==> src/rtl/alu_pkg.sv <==
// -----------------------------------------------------------------------------
// alu_pkg
// Shared definitions for the ALU and the logic that feeds it.
//   - ALU command encodings (4-bit)
//   - NZCV bit positions within the 4-bit status word
//   - Request bundle type and round-robin priority type used by
//     alu_share_arbiter / rr_arbiter2
// Optional build macro used by the importing files: ALU_LOCK_EN.
// -----------------------------------------------------------------------------
package alu_pkg;

   typedef logic [3:0]  alu_cmd_t;
   typedef logic [3:0]  nzcv_t;
   typedef logic [31:0] word_t;

   // ALU command encodings
   localparam alu_cmd_t ALU_NOP = 4'b0000;
   localparam alu_cmd_t ALU_MOV = 4'b0001;
   localparam alu_cmd_t ALU_MVN = 4'b1001;
   localparam alu_cmd_t ALU_ADD = 4'b0010;
   localparam alu_cmd_t ALU_ADC = 4'b0011;
   localparam alu_cmd_t ALU_SUB = 4'b0100;
   localparam alu_cmd_t ALU_SBC = 4'b0101;
   localparam alu_cmd_t ALU_AND = 4'b0110;
   localparam alu_cmd_t ALU_ORR = 4'b0111;
   localparam alu_cmd_t ALU_EOR = 4'b1000;

   // NZCV bit indices
   localparam int unsigned NZCV_N = 3;
   localparam int unsigned NZCV_Z = 2;
   localparam int unsigned NZCV_C = 1;
   localparam int unsigned NZCV_V = 0;

   // One requester's view of an ALU operation
   typedef struct packed {
      alu_cmd_t cmd;
      word_t    val1;
      word_t    val2;
      logic     s;
   } alu_req_t;

   // Which requester holds round-robin priority
   typedef enum logic {
      PRIO_R0 = 1'b0,
      PRIO_R1 = 1'b1
   } prio_t;

   function automatic prio_t prio_other(input prio_t p);
      return (p == PRIO_R0) ? PRIO_R1 : PRIO_R0;
   endfunction

endpackage

==> src/rtl/rr_arbiter2.sv <==
// -----------------------------------------------------------------------------
// rr_arbiter2
// Two-way round-robin grant with a one-bit priority pointer.
// The pointer moves to the losing requester only on a contested grant.
// With ALU_LOCK_EN defined, a requester granted with its lock bit set keeps
// exclusive ownership until it is granted with lock clear or drops valid.
//
// Ports:
//   clk       in   clock
//   rst       in   asynchronous, active-low reset
//   eligible  in   2  requester may be granted this cycle
//   valid     in   2  raw request valid (ALU_LOCK_EN only; releases a lock)
//   lock      in   2  request exclusive ownership (ALU_LOCK_EN only)
//   grant     out  2  one-hot (or zero) grant
// -----------------------------------------------------------------------------
module rr_arbiter2
   import alu_pkg::*;
#(
   parameter int unsigned PRIO_INIT = 0
) (
   input  logic       clk,
   input  logic       rst,
   input  logic [1:0] eligible,
`ifdef ALU_LOCK_EN
   input  logic [1:0] valid,
   input  logic [1:0] lock,
`endif
   output logic [1:0] grant
);

   localparam prio_t PTR_RESET = (PRIO_INIT != 0) ? PRIO_R1 : PRIO_R0;

   prio_t      ptr;
   prio_t      ptr_next;
   logic [1:0] cand;
   logic       contested;
   logic       hold;

`ifdef ALU_LOCK_EN
   logic  lock_held;
   prio_t owner;

   // Lock is only honoured while the owner keeps its request up.
   always_comb begin
      hold = lock_held & valid[owner];
   end

   always_ff @(posedge clk or negedge rst) begin
      if (!rst) begin
         lock_held <= 1'b0;
         owner     <= PRIO_R0;
      end else if (grant != 2'b00) begin
         lock_held <= lock[grant[1]];
         owner     <= grant[1] ? PRIO_R1 : PRIO_R0;
      end else if (lock_held && !valid[owner]) begin
         lock_held <= 1'b0;
      end
   end
`else
   always_comb begin
      hold = 1'b0;
   end
`endif

   // While held, only the owner is considered, even if its slot is full.
   always_comb begin
      cand = eligible;
`ifdef ALU_LOCK_EN
      if (hold) begin
         cand = eligible & ((owner == PRIO_R1) ? 2'b10 : 2'b01);
      end
`endif
   end

   // State register
   always_ff @(posedge clk or negedge rst) begin
      if (!rst) begin
         ptr <= PTR_RESET;
      end else begin
         ptr <= ptr_next;
      end
   end

   // Next-state
   always_comb begin
      ptr_next = ptr;
      if (contested && !hold) begin
         ptr_next = prio_other(ptr);
      end
   end

   // Output
   always_comb begin
      grant     = 2'b00;
      contested = 1'b0;
      case (cand)
         2'b01:   grant = 2'b01;
         2'b10:   grant = 2'b10;
         2'b11: begin
            contested = 1'b1;
            grant     = (ptr == PRIO_R1) ? 2'b10 : 2'b01;
         end
         default: grant = 2'b00;
      endcase
   end

endmodule

==> src/rtl/alu_share_arbiter.sv <==
// -----------------------------------------------------------------------------
// alu_share_arbiter
// Shares one combinational ALU between the execute stage (requester 0) and
// the multi-cycle helper (requester 1). One operation per cycle, round-robin
// between contenders, one registered response slot per requester, and the
// architectural NZCV register whose carry feeds the ALU.
// Build macro: ALU_LOCK_EN adds req_lock for exclusive ALU ownership.
//
// Ports (per-requester buses packed {r1,r0}):
//   clk, rst         clock, asynchronous active-low reset
//   req_valid/ready  2     request handshake (ready = grant, same cycle)
//   req_cmd          2x4   ALU command
//   req_val1/val2    2x32  operands
//   req_s            2     commit NZCV to status
//   req_lock         2     hold ALU ownership (ALU_LOCK_EN only)
//   rsp_valid/ready  2     response handshake
//   rsp_res          2x32  registered result
//   rsp_status       2x4   NZCV produced by that operation
//   status           4     architectural NZCV
//   alu_command/status/val1/val2   to ALU
//   alu_res/alu_status_out         from ALU
// -----------------------------------------------------------------------------
module alu_share_arbiter
   import alu_pkg::*;
#(
   parameter logic [3:0]  STATUS_INIT = 4'b0000,
   parameter int unsigned PRIO_INIT   = 0
) (
   input  logic        clk,
   input  logic        rst,
   input  logic [1:0]  req_valid,
   output logic [1:0]  req_ready,
   input  logic [7:0]  req_cmd,
   input  logic [63:0] req_val1,
   input  logic [63:0] req_val2,
   input  logic [1:0]  req_s,
`ifdef ALU_LOCK_EN
   input  logic [1:0]  req_lock,
`endif
   output logic [1:0]  rsp_valid,
   input  logic [1:0]  rsp_ready,
   output logic [63:0] rsp_res,
   output logic [7:0]  rsp_status,
   output logic [3:0]  status,
   output logic [3:0]  alu_command,
   output logic [3:0]  alu_status,
   output logic [31:0] alu_val1,
   output logic [31:0] alu_val2,
   input  logic [31:0] alu_res,
   input  logic [3:0]  alu_status_out
);

   alu_req_t   req [2];
   logic [1:0] eligible;
   logic [1:0] grant;
   logic       granted;
   logic       sel;

   always_comb begin
      for (int unsigned i = 0; i < 2; i++) begin
         req[i].cmd  = req_cmd[i*4 +: 4];
         req[i].val1 = req_val1[i*32 +: 32];
         req[i].val2 = req_val2[i*32 +: 32];
         req[i].s    = req_s[i];
      end
   end

   // A slot being drained this cycle can be refilled on the same edge.
   always_comb begin
      eligible = req_valid & (~rsp_valid | rsp_ready);
   end

   rr_arbiter2 #(
      .PRIO_INIT (PRIO_INIT)
   ) u_arb (
      .clk      (clk),
      .rst      (rst),
      .eligible (eligible),
`ifdef ALU_LOCK_EN
      .valid    (req_valid),
      .lock     (req_lock),
`endif
      .grant    (grant)
   );

   always_comb begin
      granted   = |grant;
      sel       = grant[1];
      req_ready = grant & {2{rst}};
   end

   // ALU drive: granted requester's fields, or a zeroed NOP when idle.
   always_comb begin
      alu_command = ALU_NOP;
      alu_val1    = '0;
      alu_val2    = '0;
      if (granted) begin
         alu_command = req[sel].cmd;
         alu_val1    = req[sel].val1;
         alu_val2    = req[sel].val2;
      end
      alu_status = status;
   end

   // Response slots
   always_ff @(posedge clk or negedge rst) begin
      if (!rst) begin
         rsp_valid  <= '0;
         rsp_res    <= '0;
         rsp_status <= '0;
      end else begin
         for (int unsigned i = 0; i < 2; i++) begin
            if (grant[i]) begin
               rsp_valid[i]          <= 1'b1;
               rsp_res[i*32 +: 32]   <= alu_res;
               rsp_status[i*4 +: 4]  <= alu_status_out;
            end else if (rsp_ready[i]) begin
               rsp_valid[i] <= 1'b0;
            end
         end
      end
   end

   // Architectural NZCV
   always_ff @(posedge clk or negedge rst) begin
      if (!rst) begin
         status <= STATUS_INIT;
      end else if (granted && req[sel].s) begin
         status <= alu_status_out;
      end
   end

endmodule

==> config.mk <==
export PLATFORM = sky130hd
export DESIGN_NAME = alu_share_arbiter
export DESIGN_NICKNAME = d
export VERILOG_FILES = /design/src/rtl/alu_pkg.sv /design/src/rtl/rr_arbiter2.sv /design/src/rtl/alu_share_arbiter.sv
export SDC_FILE = /design/constraint.sdc
export NUM_CORES = 1
export LEC_CHECK = 0
export ABC_AREA = 1
export CAP_MARGIN = 30
export CORE_AREA = 2 2 129 131
export CTS_CLUSTER_SIZE = 25
export DETAILED_ROUTE_END_ITERATION = 8
export DIE_AREA = 0 0 131 133
export PLACE_DENSITY = 0.66
export SLEW_MARGIN = 20
export SYNTH_ARGS = -nofsm -noshare
export SYNTH_HDL_FRONTEND = slang
export SYNTH_HIERARCHICAL = 1
export SYNTH_SLANG_ARGS = --single-unit
==> constraint.sdc <==
create_clock -name clk -period 1.6 [get_ports clk]
set_input_delay 0.16 -clock clk [delete_from_list [all_inputs] [get_ports clk]]
set_output_delay 0.16 -clock clk [all_outputs]
set_load 0.005 [all_outputs]
==> flow_summary.yaml, run 1 <==
logic_synthesis:
  synth.area.mux_share_pct: 0
  synth-compound-area-share_pct: 9.04
  yosys_warnings: 6
  synth.avg_cell_area_sq_um: 7.06
  synthAdderAreaFrac_pct: 0
  yosysUniqueCellTypes: 12
  syn_inst: 580
  syn-num-nets: 760
  synth-seq-cells: 79
  synth-simple-area-share_pct: 34.7
  ys_seq_area_share_pct: 48.2
  syn_area_sq_um: 4100
  synth_top_family_by_area: "simple AND/OR/NAND/NOR gates"
  synth-xor-area-share_pct: 0
global_route:
  grt.total_usage_pct: 23.4
  grt_pass1_wl_mm: 31.0
  grt_pass1_vias: 5484
  grt_max_degree: 46
  grt-ovfl-total: 0
  antenna_found_initial: 2
cts:
  clkTransAtPathRegs_ns: 0.06
  clock_tree.buffer_depth: 2
  cts_tree: "done"
  clockRootBuffer: "clkbuf_16"
  htree_levels: 3
  cts.sinks: 79
  clk_latency_ns: 0.33
  cts-buffers-inserted: 9
power:
  power_w: 0.0119
  irDropWorstVdd_uv: 587
  p_leak_nw: 4.71
  cellPowerDensity_nw_per_um2: 1160
sta:
  finalCriticalPeriod_ns: 2.16
  tns_ns: -64.72
  slew_headroom_pct: 60.3
  min_period_over_period_pct: 135
  final_hold_viol_count: 0
  finalSetupViolations: 148
  max_freq_ghz: 0.462
  rsz0062_at_grt: "yes"
  slew_violations: 0
  worst_slack_ns: -0.563
  max_slew.worst_pin.slew_ns: 0.596
  skew_ns: 0.00620
setup_path:
  critPathLaunchType: "flip-flop"
  end_kind: "output pin"
  worstPathArrival_ns: 2.00
  crit_type: "reg2out"
  ff2ff_setup_slack_ns: -0.55
  required_ns: 1.44
  critical_path_peak_fanout: 6
layout:
  multi_input_area_sq_um: 2820
  fillers: 1303
  syn2layout_area_growth_pct: 150
  fin_area_sq_um: 10300
  insertedDiodeCount: 0
  ff_latch_area_sq_um: 1980
  drive_above_1_share_pct: 43.8
  layout.nets: 1181
  final_cells: 1226
floorplan:
  top_level_ports: 332
  rows: 47
  die_h_microns: 133
  start_util_pct: 25.3
  die_x_microns: 131
  die_area_sq_um: 17400
  placeableCoreArea_sq_um: 16200
place:
  hpwl_mm: 13.2
  portBuffers: 331
  finalWeightedCongestion: 0.807
  dpl-instance-area_sq_um: 7750
  place_ws_ns: -0.781
  numPlacedInstances: 1120
route:
  routed-via-count: 5654
  wire_per_inst_microns: 18.1
  routed_wirelength_mm: 22.2
  via_per_inst: 4.61
  ant_nets: 0
  drcViolationCount: 0
  drt_pass1_iterations: 5
  drtIter0Drc: 203
run:
  drv_cap: 0
status:
  outcome: "finished with violations"
  violations: "negative setup slack"
min_path:
  hold_path_class: "in2reg"
logic make-up (layout without fill, tap and decap cells):
family / after synthesis / in the layout
flops: 79 / 79
compound gates: 73 / 73
simple gates: 377 / 378
buf+inv: 51 / 476
power breakdown:
group          internal (W)  switching, W
registers           0.00263      0.000469
clock network       0.00122      0.000842
logic               0.00392       0.00285
total               0.00776       0.00416
area by class of cell:
type                            count  area share (%)
Timing Repair Buffer              451            47.0
Multi-Input combinational cell    451            27.5
Sequential cell                    79            19.3
Tap cell                          220            2.68
Clock buffer                       10            2.23
Clock inverter                      6           0.671
Inverter                            8           0.586
Timing Repair inverter              1           0.110
worst max-delay path, stage by stage, from the launching register on:
cell	delay, ns
dfrtp_1	0.36
inv_2	0.04
o21a_1	0.19
buf_6	0.13
nand3_4	0.14
nand2_8	0.09
buf_4	0.14
buf_6	0.12
buf_16	0.14
a21oi_2	0.13
nor2_2	0.06
buf_2	0.14
layer usage:
| layer | wire [microns] | global-route usage (%) | vias up |
|---|---|---|---|
| met5 | 27 | 0 | - |
| met4 | 496 | 4.91 | 4 |
| met3 | 1480 | 6.47 | 49 |
| met2 | 11100 | 39.6 | 225 |
| met1 | 9030 | 29.6 | 2727 |
| li1 | - | - | 2649 |
synthesized netlist by cell type (all sizes together):
cell | instances | share of area (%)
a21oi | 69 | 8.4
inv | 8 | 0.79
o21ai | 2 | 0.24
buf | 43 | 7.2
o21a | 2 | 0.37
nand3 | 5 | 0.61
nand2 | 236 | 22
nor2 | 136 | 12
dfrtp | 79 | 48
registers in the layout, indices dropped and copies added (netlist names):
register    count
rsp_res        64
rsp_status      8
alu_status      4
rsp_valid       2
u_arb/ptr       1
stage by stage:
step | utilization (%) | hold WS, ns
6_report | 63.4 | 0.405
5_1_grt | 63.4 | 0.415
4_1_cts | 57.0 | 0.382
3_5_place_dp | 47.9 | 0.287
3_3_place_gp | 47.9 | 0.281
2_1_floorplan | - | -0.136
final timing paths:
check,startpoint,cells past startpoint,to
worst max-delay path,rsp_valid[1]$_DFFE_PN0P_,11,alu_val1[9]
worst min-delay path,alu_res[10],3,rsp_res[42]$_DFFE_PN0P_
worst max register to register,rsp_valid[1]$_DFFE_PN0P_,15,alu_status[2]$_DFFE_PN0P_
worst min register to register,rsp_res[32]$_DFFE_PN0P_,2,rsp_res[32]$_DFFE_PN0P_
max in group asynchronous,rst,3,rsp_status[7]$_DFFE_PN0P_
min in group asynchronous,rst,3,rsp_res[58]$_DFFE_PN0P_
repair_timing:
action / CTS / global route
setup buffers: 43 / 24
endpoints found under the setup margin: 146 / 148
endpoints found under the hold margin: 79 / 0
gates cloned: 20 / 9
hold buffers: 1 / 0
resized for setup: 456 / 224
pin swaps: 56 / 52
placed cells by master, fill, tap and decap left out:
cell | netlist | final
o21a_1 | 2 | 1
clkinv_16 | 0 | 1
inv_6 | 0 | 1
buf_16 | 0 | 19
a21oi_1 | 69 | 3
o21ai_2 | 0 | 1
nand3_1 | 5 | 4
nand2_4 | 0 | 23
inv_1 | 7 | 2
buf_12 | 0 | 18
nand2_8 | 0 | 2
clkbuf_1 | 0 | 1
inv_2 | 0 | 4
clkinv_4 | 0 | 2
clkinv_2 | 0 | 1
inv_8 | 0 | 1
nor2_1 | 136 | 78
clkdlybuf4s50_1 | 0 | 260
nor2_2 | 0 | 27
clkinvlp_4 | 0 | 2
buf_8 | 0 | 11
nand2_1 | 236 | 135
a21oi_4 | 0 | 7
nor2_4 | 0 | 31
buf_6 | 9 | 37
nand2_2 | 0 | 77
o21ai_0 | 2 | 1
a21oi_2 | 0 | 59
bufinv_16 | 0 | 1
nand3_4 | 0 | 1
dlygate4sd3_1 | 0 | 1
dfrtp_1 | 79 | 79
buf_2 | 24 | 68
buf_4 | 10 | 30
clkbuf_16 | 0 | 16
o21a_4 | 0 | 1
Power figures use the tool's default switching activity.
==> inputs of run 2 (changes only) <==
- CORE_AREA: 2 2 129 131 -> 2 2 130 132
- DIE_AREA: 0 0 131 133 -> 0 0 132 134
- DONT_BUFFER_PORTS: unset -> 1
- PLACE_DENSITY: 0.66 -> unset
- SLEW_MARGIN: 20 -> 0
==> run 2 against run 1 <==
Compared with the run above: via count decreased by 27%; wire length fell by 26%; register-to-register slack gained 0.39 ns; the flow finishes with violations (negative hold slack, negative setup slack); worst setup slack improved by 0.22 ns.
==> flow_summary.yaml, run 2 (synthesized netlist as in run 1, its figures left out) <==
route:
  ant_nets: 0
  routed-via-count: 4124
  drcViolationCount: 0
  wire_per_inst_microns: 18.7
  via_per_inst: 4.72
  drtIter0Drc: 337
  drt_pass1_iterations: 5
  routed_wirelength_mm: 16.3
layout:
  final_common_cell: "nand2_1"
  top_register: "rsp_res"
  multi_input_area_sq_um: 2060
  insertedDiodeCount: 0
  layout.nets: 829
  syn2layout_area_growth_pct: 47.4
  fin_area_sq_um: 6040
  layout_common_cells: "nand2_1, nor2_1, dfrtp_1, a21oi_1, dlygate4sd3_1"
  largest_register_ffs: 64
  fillers: 1686
  drive_above_1_share_pct: 23.2
  ff_latch_area_sq_um: 1980
place:
  hpwl_mm: 10.6
  finalWeightedCongestion: 0.758
  dpl-instance-area_sq_um: 4430
  portBuffers: 0
  place_ws_ns: -0.105
setup_path:
  end_kind: "output pin"
  worstPathArrival_ns: 1.78
  critPathMaxStageDelay_ns: 0.36
  critical_path_peak_fanout: 6
  cp_cell_sequence: "inv_2, o21a_4, a21oi_4, buf_12, buf_12, buf_12, a21oi_1, nor2_2"
  crit_type: "reg2out"
  critPathLaunchType: "flip-flop"
  critPathSlowestCell: "dfrtp_1"
  required_ns: 1.44
  crit_top_cell: "buf_12"
cts:
  clock_tree.buffer_depth: 2
  cts_tree: "done"
  cts.sinks: 79
  clk_latency_ns: 0.32
  clkTransAtPathRegs_ns: 0.06
  hold_buffers: 38
  htree_levels: 3
  clockRootBuffer: "clkbuf_16"
  cts-buffers-inserted: 9
power:
  irDropWorstVdd_uv: 579
  cellPowerDensity_nw_per_um2: 1420
  p_leak_nw: 2.94
sta:
  finalSetupViolations: 111
  skew_ns: 0.00631
  worst_slack_ns: -0.342
  rsz0062_at_grt: "yes"
  max_slew.worst_pin.slew_ns: 0.231
  holdWs_ns: -0.473
  final_hold_viol_count: 79
  min_period_over_period_pct: 121
  max_freq_ghz: 0.515
  finalCriticalPeriod_ns: 1.94
  slew_headroom_pct: 84.6
  tns_ns: -25.60
  slew_violations: 0
global_route:
  antenna_found_initial: 0
  grt.total_usage_pct: 15.6
  grt_pass1_vias: 3737
  grt_pass1_wl_mm: 21.6
  grt_max_degree: 82
  grt-ovfl-total: 0
floorplan:
  top_level_ports: 332
  die_h_microns: 134
  placeableCoreArea_sq_um: 16300
  start_util_pct: 25.2
  die_x_microns: 132
  die_area_sq_um: 17700
  rows: 47
run:
  drv_cap: 0
status:
  outcome: "finished with violations"
  violations: "negative hold slack, negative setup slack"
min_path:
  hold_path_class: "in2async"
run 2: cell types whose count changed in the layout (fill, tap and decap cells not counted), sizes merged:
cell | before | now
inv | 8 | 7
clkbuf | 17 | 20
buf | 183 | 53
nand2 | 237 | 236
clkdlybuf4s50 | 260 | 0
bufinv | 1 | 3
dlygate4sd3 | 1 | 38
bufbuf | 0 | 1
clkinv | 4 | 1
run 2: layer usage:
layer / routed length (microns) / GRT usage (%)
met5: 0 / 0
met4: 213 / 4.23
met3: 1200 / 4.31
met2: 7800 / 25.6
met1: 7100 / 20.4
run 2: power breakdown:
part           switching (W)  internal, W
clock               0.000804      0.00153
sequential          0.000601      0.00263
combinational        0.00163      0.00139
total                0.00303      0.00555
run 2: cell type report:
cell class	count	area share [%]
inverters	8	0.684
multi-input cells	450	34.2
well taps	220	4.56
flip-flops and latches	79	32.7
repair buffers	101	22.2
clock inverters	5	1.76
clock buffers	11	3.85
run 2: per-stage QoR:
| stage | total power [W] | cells | hold WS (ns) | utilization, % |
|---|---|---|---|---|
| final | 0.00858 | 874 | -0.473 | 37.1 |
| after global routing | 0.00907 | 874 | -0.497 | 37.1 |
| after CTS | 0.00807 | 853 | -0.492 | 33.5 |
| after detailed placement | 0.00528 | 787 | -0.134 | 27.2 |
| after global placement | 0.00523 | 787 | -0.134 | 27.2 |
| after floorplan | 0.00461 | 580 | -0.136 | - |
run 2: timing repair:
item	CTS	global route
gates cloned	4	12
pin swaps	6	29
endpoints found under the setup margin	104	139
setup buffers	8	9
hold endpoints to repair	157	79
resized for setup	39	69
run 2: critical path: cells and delay by family (launching register included):
kind                   cells  cell delay [ns]
flip-flops                 1             0.36
AO/OA/AOI/OAI              3             0.45
AND/OR/NAND/NOR            1             0.17
buffers and inverters      4             0.47
run 2: final timing paths:
check,slack [ns],cells after the start,startpoint,endpoint
max in group asynchronous,1.93,0,rst,rsp_status[6]$_DFFE_PN0P_
min in group clk,0.12,3,req_valid[1],u_arb/ptr$_DFFE_PN0N_
setup reg to reg,-0.16,12,rsp_valid[1]$_DFFE_PN0P_,rsp_res[26]$_DFFE_PN0P_
hold reg to reg,0.49,2,u_arb/ptr$_DFFE_PN0N_,u_arb/ptr$_DFFE_PN0N_
setup / recovery,-0.34,8,rsp_valid[0]$_DFFE_PN0P_,alu_val1[12]
hold / removal,-0.47,0,rst,rsp_res[20]$_DFFE_PN0P_
==> inputs of run 3 (changes only) <==
- clock period: 1.6 -> 2.38 ns (I/O delays scaled with it)
==> run 3 against run 2 <==
Compared with the run above: critical endpoint is now alu_command[3]; largest cell class is now sequential cells; clock skew shrank 0.0016 ns; final cell count down 10%; global-route usage shrank 1.3 points; the run now ends clean; design area shrank 24%; worst setup slack better by 0.51 ns.
==> flow_summary.yaml, run 3 (synthesized netlist as in run 1, its figures left out) <==
cts:
  cts.sinks: 79
  cts-buffers-inserted: 9
  htree_levels: 3
  clkTransAtPathRegs_ns: 0.06
  cts_tree: "done"
  clock_tree.buffer_depth: 2
  clockRootBuffer: "clkbuf_16"
  clk_latency_ns: 0.32
layout:
  layout.nets: 741
  syn2layout_area_growth_pct: 11.8
  final_cells: 785
  fin_util_pct: 28.1
  top_register: "rsp_res"
  largest_register_ffs: 64
  insertedDiodeCount: 0
  final_common_cell: "nand2_1"
  drive_above_1_share_pct: 5.13
  layout_common_cells: "nand2_1, nor2_1, dfrtp_1, a21oi_1, clkbuf_16"
route:
  wire_per_inst_microns: 17.2
  drcViolationCount: 0
  ant_nets: 0
  drt_pass1_iterations: 5
  routed_wirelength_mm: 13.5
  via_per_inst: 4.64
  routed-via-count: 3642
  drtIter0Drc: 194
global_route:
  grt-ovfl-total: 0
  grt_max_degree: 107
  grt_pass1_wl_mm: 19.7
  grt.total_usage_pct: 14.4
  antenna_found_initial: 0
  grt_pass1_vias: 3343
floorplan:
  start_util_pct: 25.2
  die_x_microns: 132
  die_h_microns: 134
  rows: 47
  placeableCoreArea_sq_um: 16300
  top_level_ports: 332
  die_area_sq_um: 17700
sta:
  max_slew.worst_pin.slew_ns: 0.457
  slew_headroom_pct: 69.5
  tns_ns: 0
  rsz0062_at_grt: "no"
  min_period_over_period_pct: 92.8
  finalSetupViolations: 0
  skew_ns: 0.00473
  slew_violations: 0
  final_hold_viol_count: 0
  max_freq_ghz: 0.453
  finalCriticalPeriod_ns: 2.21
run:
  drv_cap: 0
setup_path:
  crit_type: "reg2out"
  critical_path_peak_fanout: 23
  critPathSlowestCell: "dfrtp_1"
  critPathLaunchType: "flip-flop"
  cp_cell_sequence: "inv_1, o21a_1, a21oi_4, inv_4, buf_4, nor2_1, nor2_1"
  end_kind: "output pin"
  required_ns: 2.14
  crit_top_cell: "nor2_1"
  critPathMaxStageDelay_ns: 0.39
  worstPathArrival_ns: 1.97
place:
  finalWeightedCongestion: 0.727
  numPlacedInstances: 767
  portBuffers: 0
  hpwl_mm: 10.1
power:
  irDropWorstVdd_uv: 493
  cellPowerDensity_nw_per_um2: 1040
  p_leak_nw: 2.35
status:
  outcome: "finished clean"
min_path:
  hold_path_class: "in2reg"
run 3: metrics by stage:
step | instance area, sq um | total power (W) | hold slack (ns) | worst slack (ns)
3_3_place_gp | 4220 | 0.00337 | -0.0564 | 0.482
5_1_grt | 4580 | 0.00514 | 0.00471 | 0.0154
4_1_cts | 4570 | 0.00485 | 0.00880 | 0.0937
2_1_floorplan | 4100 | 0.00310 | -0.0576 | 0.809
6_report | 4580 | 0.00478 | 0.0247 | 0.170
3_5_place_dp | 4220 | 0.00341 | -0.0566 | 0.447
run 3: what timing repair did:
item | 4_1_cts | 5_1_grt
hold buffers | 3 | 0
buffers inserted | 0 | 0
hold endpoints to repair | 80 | 0
gates resized for setup | 0 | 2
setup endpoints to repair | 0 | 19
run 3: final timing paths:
kind	from	endpoint	slack (ns)	cells past startpoint
hold / removal	alu_status_out[1]	rsp_status[5]$_DFFE_PN0P_	0.02	2
min in group asynchronous	rst	rsp_res[17]$_DFFE_PN0P_	0.48	2
setup reg to reg	rsp_valid[1]$_DFFE_PN0P_	alu_status[1]$_DFFE_PN0P_	0.39	10
max in group asynchronous	rst	rsp_res[0]$_DFFE_PN0P_	1.57	2
hold reg to reg	u_arb/ptr$_DFFE_PN0N_	u_arb/ptr$_DFFE_PN0N_	0.49	2
setup / recovery	rsp_valid[0]$_DFFE_PN0P_	alu_command[3]	0.17	7
run 3: critical path, delay by kind of cell, from the launching register on:
family | cells | cell delay [ns]
flops | 1 | 0.39
buf+inv | 3 | 0.60
compound gates | 2 | 0.35
simple gates | 2 | 0.30
run 3: metal layers:
metal / part of all wire [%] / vias up / track usage, %
li1: - / 1744 / -
met1: 42 / 1683 / 19.1
met2: 46 / 199 / 21.9
met3: 9.9 / 16 / 5.40
met4: 1.6 / 0 / 3.99
met5: 0 / - / 0
run 3: layout make-up:
cell class / instances / area [sq um]
multi-input combinational: 450 / 1820
inverter: 8 / 32.5
timing repair buffer: 13 / 173
clock buffer: 12 / 256
sequential: 79 / 1980
fill: 1772 / 11700
tap: 220 / 275
clock inverter: 3 / 42.5
run 3: power by group:
group	switching, W	internal (W)	total (W)	leakage, nW
logic	0.000839	0.000403	0.00124	1.24
clock network	0.000514	0.000862	0.00138	0.145
registers	0.000393	0.00177	0.00216	0.972
